`src/rtl/fifo_sched_pkg.sv`:
```
// -----------------------------------------------------------------------------
// fifo_sched_pkg
//   Shared types and default sizing for the FIFO access scheduler.
//   state_e : scheduler FSM states
//   op_e    : last FIFO operation performed, used to alternate write/read
// -----------------------------------------------------------------------------
package fifo_sched_pkg;

  localparam int DEF_N_REQ = 4;
  localparam int DEF_DW    = 4;

  typedef enum logic {
    S_IDLE    = 1'b0,
    S_RD_WAIT = 1'b1
  } state_e;

  typedef enum logic {
    OP_WR = 1'b0,
    OP_RD = 1'b1
  } op_e;

endpackage

```
`src/rtl/fifo_access_sched_rr_arbiter.sv`:
```
// -----------------------------------------------------------------------------
// rr_arbiter
//   Combinational round-robin pick: the first requester at or after rr_ptr,
//   searching cyclically.
//   req    in  N_REQ  request vector
//   rr_ptr in  PW     highest-priority index for this cycle
//   en     in  1      when low, gnt is all zeros (sel/any still computed)
//   gnt    out N_REQ  one-hot grant
//   sel    out PW     binary index of the selected requester
//   any    out 1      at least one request is present
// -----------------------------------------------------------------------------
module rr_arbiter #(
  parameter int N_REQ = 4,
  parameter int PW    = $clog2(N_REQ)
) (
  input  logic [N_REQ-1:0] req,
  input  logic [PW-1:0]    rr_ptr,
  input  logic             en,
  output logic [N_REQ-1:0] gnt,
  output logic [PW-1:0]    sel,
  output logic             any
);

  int idx;

  always_comb begin
    sel = '0;
    any = 1'b0;
    idx = 0;
    for (int k = 0; k < N_REQ; k++) begin
      idx = (int'(rr_ptr) + k) % N_REQ;
      if (!any && req[idx[PW-1:0]]) begin
        any = 1'b1;
        sel = idx[PW-1:0];
      end
    end
  end

  always_comb begin
    gnt = '0;
    for (int j = 0; j < N_REQ; j++) begin
      if (en && any && (int'(sel) == j)) gnt[j] = 1'b1;
    end
  end

endmodule

```
`src/rtl/fifo_access_sched.sv`:
```
// -----------------------------------------------------------------------------
// fifo_access_sched
//   Owns both ports of a single-ported-per-cycle FIFO: round-robin shares the
//   write port between N_REQ producers and drains the read port into a
//   valid/ready output register. FIFO write and read are never strobed in the
//   same cycle.
//
//   state     | meaning
//   ----------+-----------------------------------------------------------
//   S_IDLE    | may issue one write or one read (alternating under contention)
//   S_RD_WAIT | FIFO read data arriving; captured into out_data this cycle,
//             | a write may still be granted
//
// Ports
//   clk, rst            clock, synchronous active-high reset
//   req, wdata          per-requester write request and data
//   gnt                 one-hot grant pulse (write of wdata[sel] this cycle)
//   out_valid/ready/data  drained-word output register
//   fifo_rst_n          FIFO reset (~rst)
//   fifo_wr, fifo_rd    FIFO strobes
//   fifo_datain         FIFO write data (0 when not writing)
//   fifo_dataout        FIFO registered read data
//   fifo_full/empty     FIFO status flags
// -----------------------------------------------------------------------------
module fifo_access_sched
  import fifo_sched_pkg::*;
#(
  parameter int N_REQ = DEF_N_REQ,
  parameter int DW    = DEF_DW
) (
  input  logic                clk,
  input  logic                rst,
  input  logic [N_REQ-1:0]    req,
  input  logic [N_REQ*DW-1:0] wdata,
  output logic [N_REQ-1:0]    gnt,
  output logic                out_valid,
  input  logic                out_ready,
  output logic [DW-1:0]       out_data,
  output logic                fifo_rst_n,
  output logic                fifo_wr,
  output logic                fifo_rd,
  output logic [DW-1:0]       fifo_datain,
  input  logic [DW-1:0]       fifo_dataout,
  input  logic                fifo_full,
  input  logic                fifo_empty
);

  localparam int PW = $clog2(N_REQ);

  state_e        state, state_nxt;
  op_e           last_op;
  logic [PW-1:0] rr_ptr;
  logic          wr_ok, rd_ok;
  logic          do_wr, do_rd;
  logic [PW-1:0] arb_sel;
  logic          arb_any;

  rr_arbiter #(
    .N_REQ (N_REQ),
    .PW    (PW)
  ) u_arb (
    .req    (req),
    .rr_ptr (rr_ptr),
    .en     (do_wr),
    .gnt    (gnt),
    .sel    (arb_sel),
    .any    (arb_any)
  );

  assign fifo_rst_n = ~rst;

  // Next-state and strobe decode
  always_comb begin
    state_nxt = state;
    do_wr     = 1'b0;
    do_rd     = 1'b0;
    wr_ok     = arb_any && !fifo_full;
    // Only read when the output register will have room by capture time.
    rd_ok     = !fifo_empty && (!out_valid || out_ready);

    case (state)
      S_IDLE: begin
        if (wr_ok && rd_ok) begin
          // Contention: take the opposite of whatever went last.
          if (last_op == OP_RD) do_wr = 1'b1;
          else                  do_rd = 1'b1;
        end else if (wr_ok) begin
          do_wr = 1'b1;
        end else if (rd_ok) begin
          do_rd = 1'b1;
        end
        if (do_rd) state_nxt = S_RD_WAIT;
      end
      S_RD_WAIT: begin
        do_wr     = wr_ok;
        state_nxt = S_IDLE;
      end
      default: state_nxt = S_IDLE;
    endcase

    if (rst) begin
      do_wr = 1'b0;
      do_rd = 1'b0;
    end
  end

  assign fifo_wr = do_wr;
  assign fifo_rd = do_rd;

  always_comb begin
    fifo_datain = '0;
    if (do_wr) fifo_datain = wdata[int'(arb_sel)*DW +: DW];
  end

  // FSM state, arbitration pointer and alternation memory
  always_ff @(posedge clk) begin
    if (rst) begin
      state   <= S_IDLE;
      rr_ptr  <= '0;
      last_op <= OP_RD;
    end else begin
      state <= state_nxt;
      if (do_wr) begin
        // Granted requester drops to lowest priority.
        rr_ptr  <= (int'(arb_sel) == N_REQ-1) ? '0 : arb_sel + 1'b1;
        last_op <= OP_WR;
      end else if (do_rd) begin
        last_op <= OP_RD;
      end
    end
  end

  // Output register: captured in S_RD_WAIT, held until accepted.
  always_ff @(posedge clk) begin
    if (rst) begin
      out_valid <= 1'b0;
      out_data  <= '0;
    end else if (state == S_RD_WAIT) begin
      out_valid <= 1'b1;
      out_data  <= fifo_dataout;
    end else if (out_valid && out_ready) begin
      out_valid <= 1'b0;
    end
  end

endmodule

```
`config.mk`:
```
export PLATFORM = sky130hd
export DESIGN_NAME = fifo_access_sched
export DESIGN_NICKNAME = d
export VERILOG_FILES = /design/src/rtl/fifo_sched_pkg.sv /design/src/rtl/fifo_access_sched_rr_arbiter.sv /design/src/rtl/fifo_access_sched.sv
export SDC_FILE = /design/constraint.sdc
export NUM_CORES = 1
export LEC_CHECK = 0
export CORE_MARGIN = 8
export CORE_UTILIZATION = 39
export DETAILED_ROUTE_END_ITERATION = 7
export PLACE_DENSITY_LB_ADDON = 0.05
export SYNTH_ARGS = -nofsm -noshare
export SYNTH_HDL_FRONTEND = slang
export SYNTH_SLANG_ARGS = --single-unit
export TNS_END_PERCENT = 1
```
`constraint.sdc`:
```
create_clock -name clk -period 3.51 [get_ports clk]
set_clock_uncertainty 0.2 [all_clocks]
set_input_delay 0.702 -clock clk [delete_from_list [all_inputs] [get_ports clk]]
set_output_delay 0.702 -clock clk [all_outputs]
set_load 0.05 [all_outputs]
```
After elaboration in Yosys (flattened, before gate mapping)
Cells that the tools add are included.
- output and inout port bits: 16
- input bits: 29
- word-level logic and storage cells: 81
- register bits after elaboration: 9
- muxes and demuxes: 40
- shift operators: 1
- add/sub/neg operators: 4
- reduce and logical (&&, ||, !) cells: 22
- $lt $le $gt $ge: 4
- bitwise logic cells: 2
- equality and inequality tests: 3
- operator list (cell ; count):
    two-way mux 1 bit ; 28
    indexed part select 16 x 5 -> 4 bit ; 1
    logical AND 1 bit ; 12
    < comparator 2 x 3 -> 1 bit, second input constant ; 4
    two-way mux 2 bit ; 5
    binary-select mux 1 bit (select 2 bit) ; 4
    zero test 1 bit ; 6
    adder 2 x 1 -> 2 bit, second input constant ; 2
    adder 2 bit, second input constant ; 2
    == test 2 bit, second input constant ; 2
    two-way mux 4 bit ; 1
    case mux 1 bit (2 select lines) ; 2
    nonzero test 2 bit ; 2
    == test 2 x 1 -> 1 bit, second input constant ; 1
    zero test 2 bit ; 1
    NOT 1 bit ; 2
    logical OR 1 bit ; 1

Logic depth before layout (Yosys ltp)
- depth in word-level cells: 20
- mapped depth: 7
- depth with buffers taken out: 6

Hierarchy
From an unflattened synthesis, not the netlist that was laid out.
- cells, all modules: 69
- area, all modules: 655.6 um^2
- by module, submodules not included (module ; times used ; seq. area each (um^2) ; cells each ; area each (um^2)):
    fifo_access_sched ; 1 ; 180.2 ; 49 ; 520.5
    rr_arbiter ; 1 ; 0.0 ; 20 ; 135.1

Worst setup path before layout
OpenSTA, ideal clock, no wires.
- path type: reg-to-output
- start point: register out_valid
- end point: output port fifo_datain[0]
- data required time: 2.608 ns
- data arrival time: 2.424 ns
- stages on the path, launching flop included: 5
- slack: 0.184 ns
- buffers on the path: 0
- path through: dfxtp_1 a2111oi_4 nor3_4 nand2_2 o22ai_1
- longest elaborated chain between the ends: 8
- RTL lines (item ; RTL line ; text):
    start: declaration ; fifo_access_sched.sv:36 ; output logic out_valid,
    start signal: assignment ; fifo_access_sched.sv:136 ; out_valid <= 1'b0;
    start signal: assignment ; fifo_access_sched.sv:139 ; out_valid <= 1'b1;
    start signal: assignment ; fifo_access_sched.sv:142 ; out_valid <= 1'b0;
    zero test 1 bit ; fifo_access_sched.sv:79 ; rd_ok = !fifo_empty && (!out_valid || out_ready);
    logical OR 1 bit ; fifo_access_sched.sv:79 ;
    logical AND 1 bit ; fifo_access_sched.sv:79 ;
    logical AND 1 bit ; fifo_access_sched.sv:83 ; if (wr_ok && rd_ok) begin
    two-way mux 1 bit ; fifo_access_sched.sv:83 ;
    case mux 1 bit (2 select lines) ; fifo_access_sched.sv:81 ; case (state)
    two-way mux 1 bit ; fifo_access_sched.sv:101 ; if (rst) begin
    named net fifo_wr ; fifo_access_sched.sv:40 ; output logic fifo_wr,
    two-way mux 4 bit ; fifo_access_sched.sv:112 ; if (do_wr) fifo_datain = wdata[int'(arb_sel)*DW +: DW];
    end: declaration ; fifo_access_sched.sv:42 ; output logic [DW-1:0] fifo_datain,
The timed path passes the listed nets, and every way through them passes these cells.

Final worst setup path
- start point: input port fifo_empty
- end point: output port fifo_rd
- longest elaborated chain between the ends: 8
- elaborated cells between the ends (all ways): 9
- those cells by class: 6 x mux; 3 x reduce/logical
- RTL lines (item ; RTL line ; text):
    start: declaration ; fifo_access_sched.sv:45 ; input logic fifo_empty
    zero test 1 bit * ; fifo_access_sched.sv:79 ;
    logical AND 1 bit * ; fifo_access_sched.sv:79 ;
    two-way mux 1 bit ; fifo_access_sched.sv:89 ; end else if (rd_ok) begin
    two-way mux 1 bit ; fifo_access_sched.sv:87 ; end else if (wr_ok) begin
    two-way mux 1 bit * ; fifo_access_sched.sv:83 ;
    two-way mux 1 bit * (2 in a row) ; fifo_access_sched.sv:81 ;
    two-way mux 1 bit * ; fifo_access_sched.sv:101 ;
    end: declaration ; fifo_access_sched.sv:41 ; output logic fifo_rd,
Every way passes the cells marked *; elsewhere a longest branch is shown, timed or not. The select of a mux whose other input is x is not followed.

==> impl_metrics.csv <==
group,metric,value,unit
run_status,status,"completed",
run,maxCapViolations,0,
layout,area_delta_synth_final,76.46,%
setup_path,worstPathCellList,"clkdlybuf4s50_1 -> a2111oi_4 -> nor2_2 -> nor4b_2 -> buf_12",
placement,gp_congestion,0.7261,
global_routing,antenna_found_initial,0,
clock_tree,worstSkewPairLatency,0.26,ns
setup_path,r2r_start,"rr_ptr[1]",
synthesis,ys.flop_type,"dfxtp_1",
detailed_routing,drt_iter0_drc,14,
setup_path,cp-end-kind,"output port",
placement,hpwl,1885,µm
synthesis,synth-seq-cells,9,
timing,worst_slack,0.1758,ns
layout,final_area,0.001285,mm²
setup_path,cp.required,2.61,ns
setup_path,path_max_fanout,5,
floorplan,io_pins,45,
synthesis,yosysTopAreaCell,"dfxtp_1",
setup_path,crit_family,"buffers and inverters",
layout,drive_gt1_share,25.62,%
pwr,finalPower,377.9,µW
timing,rsz0062_at_grt,"no",
global_routing,overflow,0,
pwr,p_clk_share,21.4,%
synthesis,syn_nets,107,
pwr,seqPwrFrac,30.8,%
detailed_routing,routed_wl,2122,µm
clock_tree,clock_sinks,9,
layout,finalNetCount,155,
synthesis,ys_seq_area_share,24.74,%
pwr,power_density,294.1,mW/mm²
global_routing,grt_pass1_vias,754,
layout,n_fill_cell,134,
synthesis,ys_top_cells_by_count,"mux2i_1 (13), dfxtp_1 (9), nor2_1 (7)",
clock_tree,clockBufferDepth,2,
clock_tree,cts_tree,"done",
setup_path,cp.arrival,2.43,ns
timing,fin_crit,3.334,ns
setup_path,start_kind,"input pin",
setup_path,max_stage_delay,0.54,ns
setup_path,cp_slowest_cell,"a2111oi_4",
clock_tree,cts_made_buffers,3,
setup_path,r2r_setup_slack,1.73,ns
detailed_routing,wl_per_cell,14.53,µm
synthesis,ys_warn_count,0,
setup_path,worst-setup-path-type,"in -> out",
synthesis,synth_top_area_share,24.74,%
clock_tree,cts_setup_buffers,0,
timing,slew_headroom,66.24,%
clock_tree,ctsResizeCount,0,
worst_hold_path,worstHoldPathCells,2,
detailed_routing,highest_layer,"met4",
floorplan,die_x,59.21,µm
global_routing,grt_pass1_wl,3450,µm
synthesis,synth-edff-count,0,
layout,antenna_cells,0,
clock_tree,hold_buffers,0,
pwr,internal_power,242.6,µW
detailed_routing,wl_met3,233,µm
placement,dpl_worst_slack,0.1580,ns
synthesis,synth.avg_cell_area,9.841,µm²
global_routing,grtUsageTotal,12.52,%
pwr,p_switching,135.3,µW
synthesis,synth_most_common_cell,"mux2i_1",
floorplan,start_util,41.72,%
worst_hold_path,min_to,"out_data[2]",
timing,maxSlewViolCount,0,
timing,fmax,299.9,MHz
setup_path,r2r_end,"rr_ptr[1]",
detailed_routing,vias,706,
layout,ff_latch_area,180.2,µm²
worst_hold_path,hp-start,"out_data[2]",
setup_path,reg2reg_depth,7,
timing,hold_violations,0,
floorplan,die_area,0.003506,mm²
pwr,power_leakage,0.5063,nW
placement,dpl-instance-area,0.001259,mm²
synthesis,yosysUniqueCellTypes,26,
synthesis,synthCells,74,
synthesis,syn-cell-area,728.2,µm²
layout,multi_input_area,493.0,µm²
floorplan,rows,15,
pwr,p_sw_share,35.81,%
placement,port_buffers,44,
detailed_routing,ant_nets,0,
clock_tree,clockRootBuffer,"clkbuf_4",
pwr,combPwrFrac,47.8,%
floorplan,core-area,0.001745,mm²
clock_tree,cts.clk_slew.worst_paths,0.06,ns
synthesis,synth-async-reset-ratio,0,%
synthesis,synth_area_leaders,"dfxtp_1 (25%), mux2i_1 (18%), ha_1 (6.9%)",
floorplan,die_h,59.21,µm
detailed_routing,wl_met1,739,µm
timing,finalSetupViolations,0,
worst_hold_path,hold_path.class,"reg -> reg",
setup_path,worst-path-buf-inv,2,
timing,worst_pin_slew,0.5048,ns
detailed_routing,via_per_inst,4.836,
global_routing,grt_max_degree,12,
timing,fin_setup_tns,0,ns
detailed_routing,firstDrtPassIters,2,
timing,period_share,94.99,%
pwr,max-vdd-ir-drop,0.2148,mV
detailed_routing,drcViolationCount,0,
detailed_routing,wl_met2,1120,µm
clock_tree,cts_htree_levels,1,
==> power by group through the flow <==
stage | clock network, mW | logic, mW | registers (mW)
detailed placement | 0 | 0.182 | 0.119
global placement | 0 | 0.179 | 0.118
floorplan | 0 | 0.0991 | 0.124
global route | 0.0903 | 0.194 | 0.117
finish | 0.0807 | 0.181 | 0.116
CTS | 0.0850 | 0.183 | 0.117
==> tightest hold or removal path: cells and delay by family, from the launching register on <==
kind | cells | cell delay (ns)
flip-flops | 1 | 0.33
multiplexers | 1 | 0.06
AND/OR/NAND/NOR | 1 | 0.07
==> worst max-delay path by stage <==
stage	end	depth (start not counted)	startpoint	slack, ns
CTS	fifo_rd	5	req[1]	0.16
floorplan	fifo_datain[0]	4	out_valid	0.18
global route	fifo_rd	5	fifo_empty	0.08
finish	fifo_rd	5	fifo_empty	0.18
detailed placement	fifo_rd	5	fifo_empty	0.16
global placement	fifo_rd	6	out_ready	0.21
==> cells in the final DEF (no fill, tap or decap), types with 2 or more instances in the layout <==
cell type,netlist,routed
and2_1,4,4
nor4b_2,2,2
clkbuf_4,0,3
ha_1,4,4
nand2_1,2,2
mux2i_1,13,13
o22ai_1,4,4
inv_1,5,5
nor2_1,7,7
a21oi_1,5,5
buf_4,0,5
nor3_4,2,2
buf_12,1,8
dfxtp_1,9,9
inv_2,2,2
nand2_2,2,2
clkdlybuf4s50_1,0,33
==> logic make-up after synthesis <==
logic type               share of synthesized area, %
buffers and inverters                           7.560
AO/OA/AOI/OAI                                   21.99
AND/OR/NAND/NOR                                 20.96
multiplexers                                    17.87
adder cells (fa/ha/maj)                         6.873
flip-flops                                      24.74
==> final cells by class <==
type	instances	share of cell area, %
inverters	7	2.045
well taps	25	2.434
multi-input cells	55	38.36
clock buffers	4	2.045
repair buffers	46	41.09
flip-flops and latches	9	14.02
==> sequential cells by signal, summed over array words and instances (netlist names) <==
name       cells
out_data       4
rr_ptr         2
last_op        1
out_valid      1
state          1
==> per-stage QoR <==
| stage | hold WS (ns) | utilization (%) | cells |
|---|---|---|---|
| 6_report | 0.2937 | 73.62 | 146 |
| 5_1_grt | 0.3196 | 73.62 | 146 |
| 4_1_cts | 0.2978 | 73.62 | 146 |
| 2_1_floorplan | 0.2998 | - | 74 |
| 3_5_place_dp | 0.2876 | 72.11 | 142 |
| 3_3_place_gp | 0.2733 | 72.11 | 142 |
==> layer usage <==
| metal | vias up | global-route usage, % |
|---|---|---|
| met2 | 25 | 21.88 |
| met5 | - | 0 |
| li1 | 358 | - |
| met3 | 4 | 5.857 |
| met4 | 0 | 6.143 |
| met1 | 319 | 12.00 |
Note: power is estimated with default switching activity, not from simulation.
